## config.mk

```make
export PLATFORM = sky130hd
export DESIGN_NAME = dp_result_reader_flat
export DESIGN_NICKNAME = d
export VERILOG_FILES = /design/src/rtl/dp_result_reader_if.sv /design/src/rtl/dp_result_reader.sv /design/src/flat_wrapper.sv
export SDC_FILE = /design/constraint.sdc
export NUM_CORES = 1
export LEC_CHECK = 0
export CORE_UTILIZATION = 50
export CTS_CLUSTER_DIAMETER = 120
export DETAILED_ROUTE_END_ITERATION = 7
export GPL_TIMING_DRIVEN = 0
export PLACE_DENSITY = 0.7
export SLEW_MARGIN = 30
export SYNTH_ARGS = -nofsm -noshare
export SYNTH_HDL_FRONTEND = slang
export SYNTH_SLANG_ARGS = --single-unit
export TNS_END_PERCENT = 50
```

## constraint.sdc

```tcl
create_clock -name Clk -period 8.1 [get_ports Clk]
set_input_delay 1.62 -clock Clk [delete_from_list [all_inputs] [get_ports Clk]]
set_output_delay 1.62 -clock Clk [all_outputs]
set_load 0.02 [all_outputs]
```

## src/rtl/dp_result_reader_if.sv

```systemverilog
// dp_result_reader_if: handshake bundle between the datapath REG stage, the
// result reader and the narrow downstream result bus.
//   x, z, in_valid, in_ready   : pair input (datapath -> reader)
//   out_data/valid/ready/tag/last : narrow beat stream (reader -> downstream)
//   count                      : FIFO occupancy, excluding the pair in flight
// Modports: slave = the reader itself, master = the environment around it.
interface dp_result_reader_if #(
  parameter int DATAWIDTH = 32,
  parameter int OUTWIDTH  = 16,
  parameter int DEPTH     = 4
);
  logic [DATAWIDTH-1:0]       x;
  logic [DATAWIDTH-1:0]       z;
  logic                       in_valid;
  logic                       in_ready;
  logic [OUTWIDTH-1:0]        out_data;
  logic                       out_valid;
  logic                       out_ready;
  logic                       out_tag;
  logic                       out_last;
  logic [$clog2(DEPTH):0]     count;

  modport slave (
    input  x, z, in_valid, out_ready,
    output in_ready, out_data, out_valid, out_tag, out_last, count
  );

  modport master (
    output x, z, in_valid, out_ready,
    input  in_ready, out_data, out_valid, out_tag, out_last, count
  );
endinterface

```

## src/rtl/dp_result_reader.sv

```systemverilog
// dp_result_reader: buffers {x, z} result pairs in a DEPTH-entry FIFO and
// unpacks each pair into 2*DATAWIDTH/OUTWIDTH narrow beats, x LSB slice first
// through z MSB slice, with valid/ready backpressure on the beat side.
// Ports:
//   Clk  : rising-edge clock
//   Rst  : async active-low reset (asserts immediately, releases on Clk)
//   bus  : dp_result_reader_if.slave (pair input, beat output, count)
// All outputs are registered except in_ready, which is decoded from count.
module dp_result_reader #(
  parameter int DATAWIDTH = 32,
  parameter int OUTWIDTH  = 16,
  parameter int DEPTH     = 4
) (
  input  logic                  Clk,
  input  logic                  Rst,
  dp_result_reader_if.slave     bus
);
  localparam int BEATS = 2 * DATAWIDTH / OUTWIDTH;
  localparam int PW    = $clog2(DEPTH);
  localparam int CW    = PW + 1;
  localparam int IW    = $clog2(BEATS);
  localparam int PAIRW = 2 * DATAWIDTH;

  typedef enum logic {S_IDLE, S_SEND} state_t;

  logic [PAIRW-1:0] r_mem [DEPTH];
  logic [PW-1:0]    r_wr_ptr, r_rd_ptr;
  logic [CW-1:0]    r_count;

  state_t           r_state;
  logic [PAIRW-1:0] r_shift;
  logic [IW-1:0]    r_idx;
  logic [OUTWIDTH-1:0] r_data;
  logic             r_valid, r_tag, r_last;

  logic             w_in_ready, w_push, w_accept, w_pop;
  logic [PAIRW-1:0] w_head;
  logic [IW-1:0]    w_idx_nxt;

  // Deliberately no look-ahead on a same-cycle pop: a full FIFO refuses a
  // push even while the unpacker is draining it.
  assign w_in_ready = (r_count < CW'(DEPTH));
  assign w_push     = bus.in_valid && w_in_ready;
  assign w_accept   = r_valid && bus.out_ready;
  // Load a pair when idle, or right on acceptance of the last beat so
  // back-to-back pairs stream without a bubble.
  assign w_pop      = (r_count != '0) &&
                      ((r_state == S_IDLE) || (w_accept && r_last));
  assign w_head     = r_mem[r_rd_ptr];
  assign w_idx_nxt  = r_idx + 1'b1;

  assign bus.in_ready  = w_in_ready;
  assign bus.out_data  = r_data;
  assign bus.out_valid = r_valid;
  assign bus.out_tag   = r_tag;
  assign bus.out_last  = r_last;
  assign bus.count     = r_count;

  // Pair storage: z in the upper half so the LSB-first shift yields x first.
  always_ff @(posedge Clk) begin
    if (w_push) r_mem[r_wr_ptr] <= {bus.z, bus.x};
  end

  always_ff @(posedge Clk or negedge Rst) begin
    if (!Rst) begin
      r_wr_ptr <= '0;
      r_rd_ptr <= '0;
      r_count  <= '0;
    end else begin
      if (w_push) r_wr_ptr <= r_wr_ptr + 1'b1;
      if (w_pop)  r_rd_ptr <= r_rd_ptr + 1'b1;
      case ({w_push, w_pop})
        2'b10:   r_count <= r_count + 1'b1;
        2'b01:   r_count <= r_count - 1'b1;
        default: r_count <= r_count;
      endcase
    end
  end

  // Unpacker FSM with registered beat outputs.
  always_ff @(posedge Clk or negedge Rst) begin
    if (!Rst) begin
      r_state <= S_IDLE;
      r_shift <= '0;
      r_idx   <= '0;
      r_data  <= '0;
      r_valid <= 1'b0;
      r_tag   <= 1'b0;
      r_last  <= 1'b0;
    end else if (w_pop) begin
      r_state <= S_SEND;
      r_valid <= 1'b1;
      r_idx   <= '0;
      r_data  <= w_head[OUTWIDTH-1:0];
      r_shift <= w_head >> OUTWIDTH;
      r_tag   <= 1'b0;
      r_last  <= 1'b0;
    end else if (w_accept) begin
      if (r_last) begin
        r_state <= S_IDLE;
        r_valid <= 1'b0;
        r_last  <= 1'b0;
      end else begin
        r_idx   <= w_idx_nxt;
        r_data  <= r_shift[OUTWIDTH-1:0];
        r_shift <= r_shift >> OUTWIDTH;
        r_tag   <= (w_idx_nxt >= IW'(BEATS / 2));
        r_last  <= (w_idx_nxt == IW'(BEATS - 1));
      end
    end
  end
endmodule

```

## src/flat_wrapper.sv

```systemverilog
// flat-port wrapper written by rule: the top's interface ports become plain ports
module dp_result_reader_flat 
#(
  parameter int DATAWIDTH = 32,
  parameter int OUTWIDTH  = 16,
  parameter int DEPTH     = 4
)
  (Clk, Rst, bus_x, bus_z, bus_in_valid, bus_out_ready, bus_in_ready, bus_out_data, bus_out_valid, bus_out_tag, bus_out_last, bus_count);
  dp_result_reader_if #(.DATAWIDTH(DATAWIDTH), .OUTWIDTH(OUTWIDTH), .DEPTH(DEPTH)) bus_i ();
  input  logic Clk;
  input  logic Rst;
  input wire logic [$bits(bus_i.x)-1:0] bus_x;
  input wire logic [$bits(bus_i.z)-1:0] bus_z;
  input wire logic [$bits(bus_i.in_valid)-1:0] bus_in_valid;
  input wire logic [$bits(bus_i.out_ready)-1:0] bus_out_ready;
  output wire logic [$bits(bus_i.in_ready)-1:0] bus_in_ready;
  output wire logic [$bits(bus_i.out_data)-1:0] bus_out_data;
  output wire logic [$bits(bus_i.out_valid)-1:0] bus_out_valid;
  output wire logic [$bits(bus_i.out_tag)-1:0] bus_out_tag;
  output wire logic [$bits(bus_i.out_last)-1:0] bus_out_last;
  output wire logic [$bits(bus_i.count)-1:0] bus_count;
  assign bus_i.x = bus_x;
  assign bus_i.z = bus_z;
  assign bus_i.in_valid = bus_in_valid;
  assign bus_i.out_ready = bus_out_ready;
  assign bus_in_ready = bus_i.in_ready;
  assign bus_out_data = bus_i.out_data;
  assign bus_out_valid = bus_i.out_valid;
  assign bus_out_tag = bus_i.out_tag;
  assign bus_out_last = bus_i.out_last;
  assign bus_count = bus_i.count;
  dp_result_reader #(.DATAWIDTH(DATAWIDTH), .OUTWIDTH(OUTWIDTH), .DEPTH(DEPTH)) u_core (.Clk(Clk), .Rst(Rst), .bus(bus_i));
endmodule
```

==> impl_metrics.ini, run 1 <==
[status]
status = finished, final reports clean

[sta]
finalHoldViolations = 0
rsz0062_at_grt = false
period_needed_ns = 3.73
worst_pin_slew_ns = 0.877
slew_violations = 0
finalSetupViolations = 0
tns_ns = 0
finalCritPeriodShare_pct = 46.1
fmax_mhz = 268
relSlewSlack_pct = 41.1
finalClockSkew_ns = 0.00875

[critical_path]
crit_fanout = 10
slowest_delay_ns = 0.56
critical_path.endpoint_type = flip-flop
path_buf_inv = 5
cp-start-kind = input pin
worstPathCellList = clkdlybuf4s50_1 -> a21bo_2 -> buf_2 -> nand2_2 -> inv_1 -> buf_2 -> ha_1 -> inv_1 -> fa_1 -> xor2_1 -> nor2_1 -> xnor2_1
critical_path_class = input pin to flip-flop
cp.arrival_ns = 4.14
critPathTopFamily = buffers and inverters
crit_required_ns = 8.51
crit_slowest_cell = clkdlybuf4s50_1

[logic_synthesis]
synth-seq-cells = 331
syn_avg_cell_area_um2 = 18.2
synth_ff_type = edfxtp_1
synthCells = 697
synthTopCellsByArea = edfxtp_1 (61%), dfrtp_1 (15%), mux4_2 (11%), nand2_1 (2.5%), a31oi_1 (1.5%)
yosysMostFrequentCell = edfxtp_1
synthDistinctLibCells = 35
synth_top_area_cell = edfxtp_1
synth_edf_count = 256
synth_common_cells = edfxtp_1 (256), nand2_1 (83), dfrtp_1 (75), mux4_2 (64), nor3_1 (32)
ys.warnings.count = 0
synthArstFlopShare_pct = 22.7
syn_nets = 772
yosysSeqAreaShare_pct = 75.4
synth_top_area_share_pct = 60.6
syn_area_mm2 = 0.0127

[cells_and_area]
drive_gt1_share_pct = 16.9
nFillCells = 1772
finalNetCount = 904
synthToLayoutAreaGrowth_pct = 19.7
antenna_cells = 0
multi_input_area_mm2 = 0.00286
instances_no_fill = 1177
seq_area_mm2 = 0.00956

[detailed_routing]
ant_nets = 0
firstDrtPassIters = 6
num_vias = 6714
initialDrtViolationCount = 519
wirelength_mm = 25.0
wl_per_cell_um = 21.3
viasPerCell = 5.70
drcViolationCount = 0

[grt]
grt_max_degree = 40
grt_pass1_vias = 7091
grt_use_met1_pct = 28.3
antenna_found_initial = 0
top_usage_layer = met2
grt_util_met3_pct = 3.95
grt_pass1_wl_mm = 39.8
use_met2_pct = 33.4
grt_use_total_pct = 20.3
gr-total-overflow = 0

[die]
num_rows = 57
dieWidth_um = 161
coreArea_mm2 = 0.0246
die_area_mm2 = 0.0260
pin_count = 91
dieHeight_um = 161
initial_core_util_pct = 51.6

[placed_design]
placement.io_buffers = 90
place_inst = 1116
dp_hpwl_mm = 16.6
gp_congestion = 0.836

[cts]
cts_sinks = 331
htreeDepth = 2
cts-resized-gates = 0
worstSkewPairLatency_ns = 0.50
cts_setup_buffers = 0
root_buffer = clkbuf_16
cts_tree = built
numCtsBuffers = 35
cts_buffer_depth = 3
cts_hold_buf = 0
cts.clk_slew.worst_paths_ns = 0.06

[worst_hold_path]
min_path_type = flip-flop to flip-flop

[power]
leakagePower_uw = 0.00531
peakVddDrop_v = 0.000197
p_per_area_mw_per_mm2 = 347

[run]
maxCapViolCount = 0
[state kept, by name, summed over array words and instances (netlist names)]
signal and count:
u_core.bus.count 3, u_core.r_state 1, u_core.r_mem 256, u_core.bus.out_data 16, u_core.bus.out_last 1, u_core.r_shift 48, u_core.r_rd_ptr 2, u_core.r_wr_ptr 2
u_core.bus.out_tag 1, u_core.r_idx 1
[metrics by stage]
step | setup slack [ns] | power (uW) | cell area (um^2) | hold slack, ns | util [%]
floorplan | 4.17 | 3300 | 12700 | 0.478 | -
global placement | 2.57 | 3780 | 14000 | 0.494 | 56.9
detailed placement | 3.90 | 3830 | 14100 | 0.493 | 57.3
CTS | 4.41 | 5320 | 15200 | 0.503 | 61.7
global route | 4.16 | 5520 | 15200 | 0.509 | 61.7
finish | 4.37 | 5260 | 15200 | 0.501 | 61.7
[where the power goes]
part	total (uW)	internal [uW]	switching, uW
clock	1490	888	601
combinational	1450	668	786
sequential	2320	2180	143
[cell type report]
type                    instances  area share (%)
flip-flops and latches        331            63.0
multi-input cells             311            18.8
clock buffers                  51            6.86
repair buffers                 95            6.58
well taps                     324            2.67
plain buffers                  46            1.59
clock inverters                10           0.280
inverters                       9           0.222
[path summary, 6_finish.rpt]
kind	start	end	slack (ns)	cells after the start
max	bus_out_ready	u_core.bus.count[2]	4.37	12
min	u_core.r_shift[40]	u_core.r_shift[24]	0.50	1
max reg2reg	u_core.r_state	u_core.bus.count[2]	5.56	11
min reg2reg	u_core.r_shift[40]	u_core.r_shift[24]	0.50	1
max in group asynchronous	Rst	u_core.r_shift[35]	6.44	2
min in group asynchronous	Rst	u_core.bus.count[1]	1.08	1
[metal layers]
layer	vias to the layer above	share of wire, %
li1	3019	-
met1	3440	43
met2	221	50
met3	34	6.2
met4	0	1.5
met5	-	0
[placed cells by master (no fill, tap or decap), drive strengths merged]
cell type and count:
dfrtp 75, or3 1, nand2b 1, a31oi 31, and2 4, a21boi 1, a21oi 3, and3 17
ha 6, a21bo 1, clkdlybuf4s50 89, fa 1, nor2b 1, xor2 1, nand4b 1, clkbuf 72
inv 9, clkinvlp 1, mux4 64, nand3 17, buf 31, o21ai 17, nor3 32, mux2i 1
clkinv 9, nor2 2, nand3b 1, a221o 17, and3b 1, edfxtp 256, nand2 84, xnor2 6
[cell families after synthesis]
group	synth area share (%)
AO/OA/AOI/OAI	3.89
adder cells (fa/ha/maj)	0.750
multiplexers	11.4
buffers and inverters	2.17
XOR/XNOR	0.483
AND/OR/NAND/NOR	5.88
flip-flops	75.4
(Power assumes the default switching activity.)
==> run 2: changes to the inputs <==
Clock period 8.1 ns to 3.82 ns, I/O delays scaled along.
==> results of run 2 <==
Same layout as run 1 (identical final DEF). Status: finished, final reports clean.
Among the figures that moved: setup slack after placement 3.90 ns -> 0.474 ns; setup slack after layout 4.37 ns -> 0.946 ns; hold slack 0.501 ns -> 0.225 ns; register-to-register setup slack 5.56 ns -> 1.28 ns; total power 5260 uW -> 11200 uW; worst IR drop on VDD 0.000197 V -> 0.000418 V
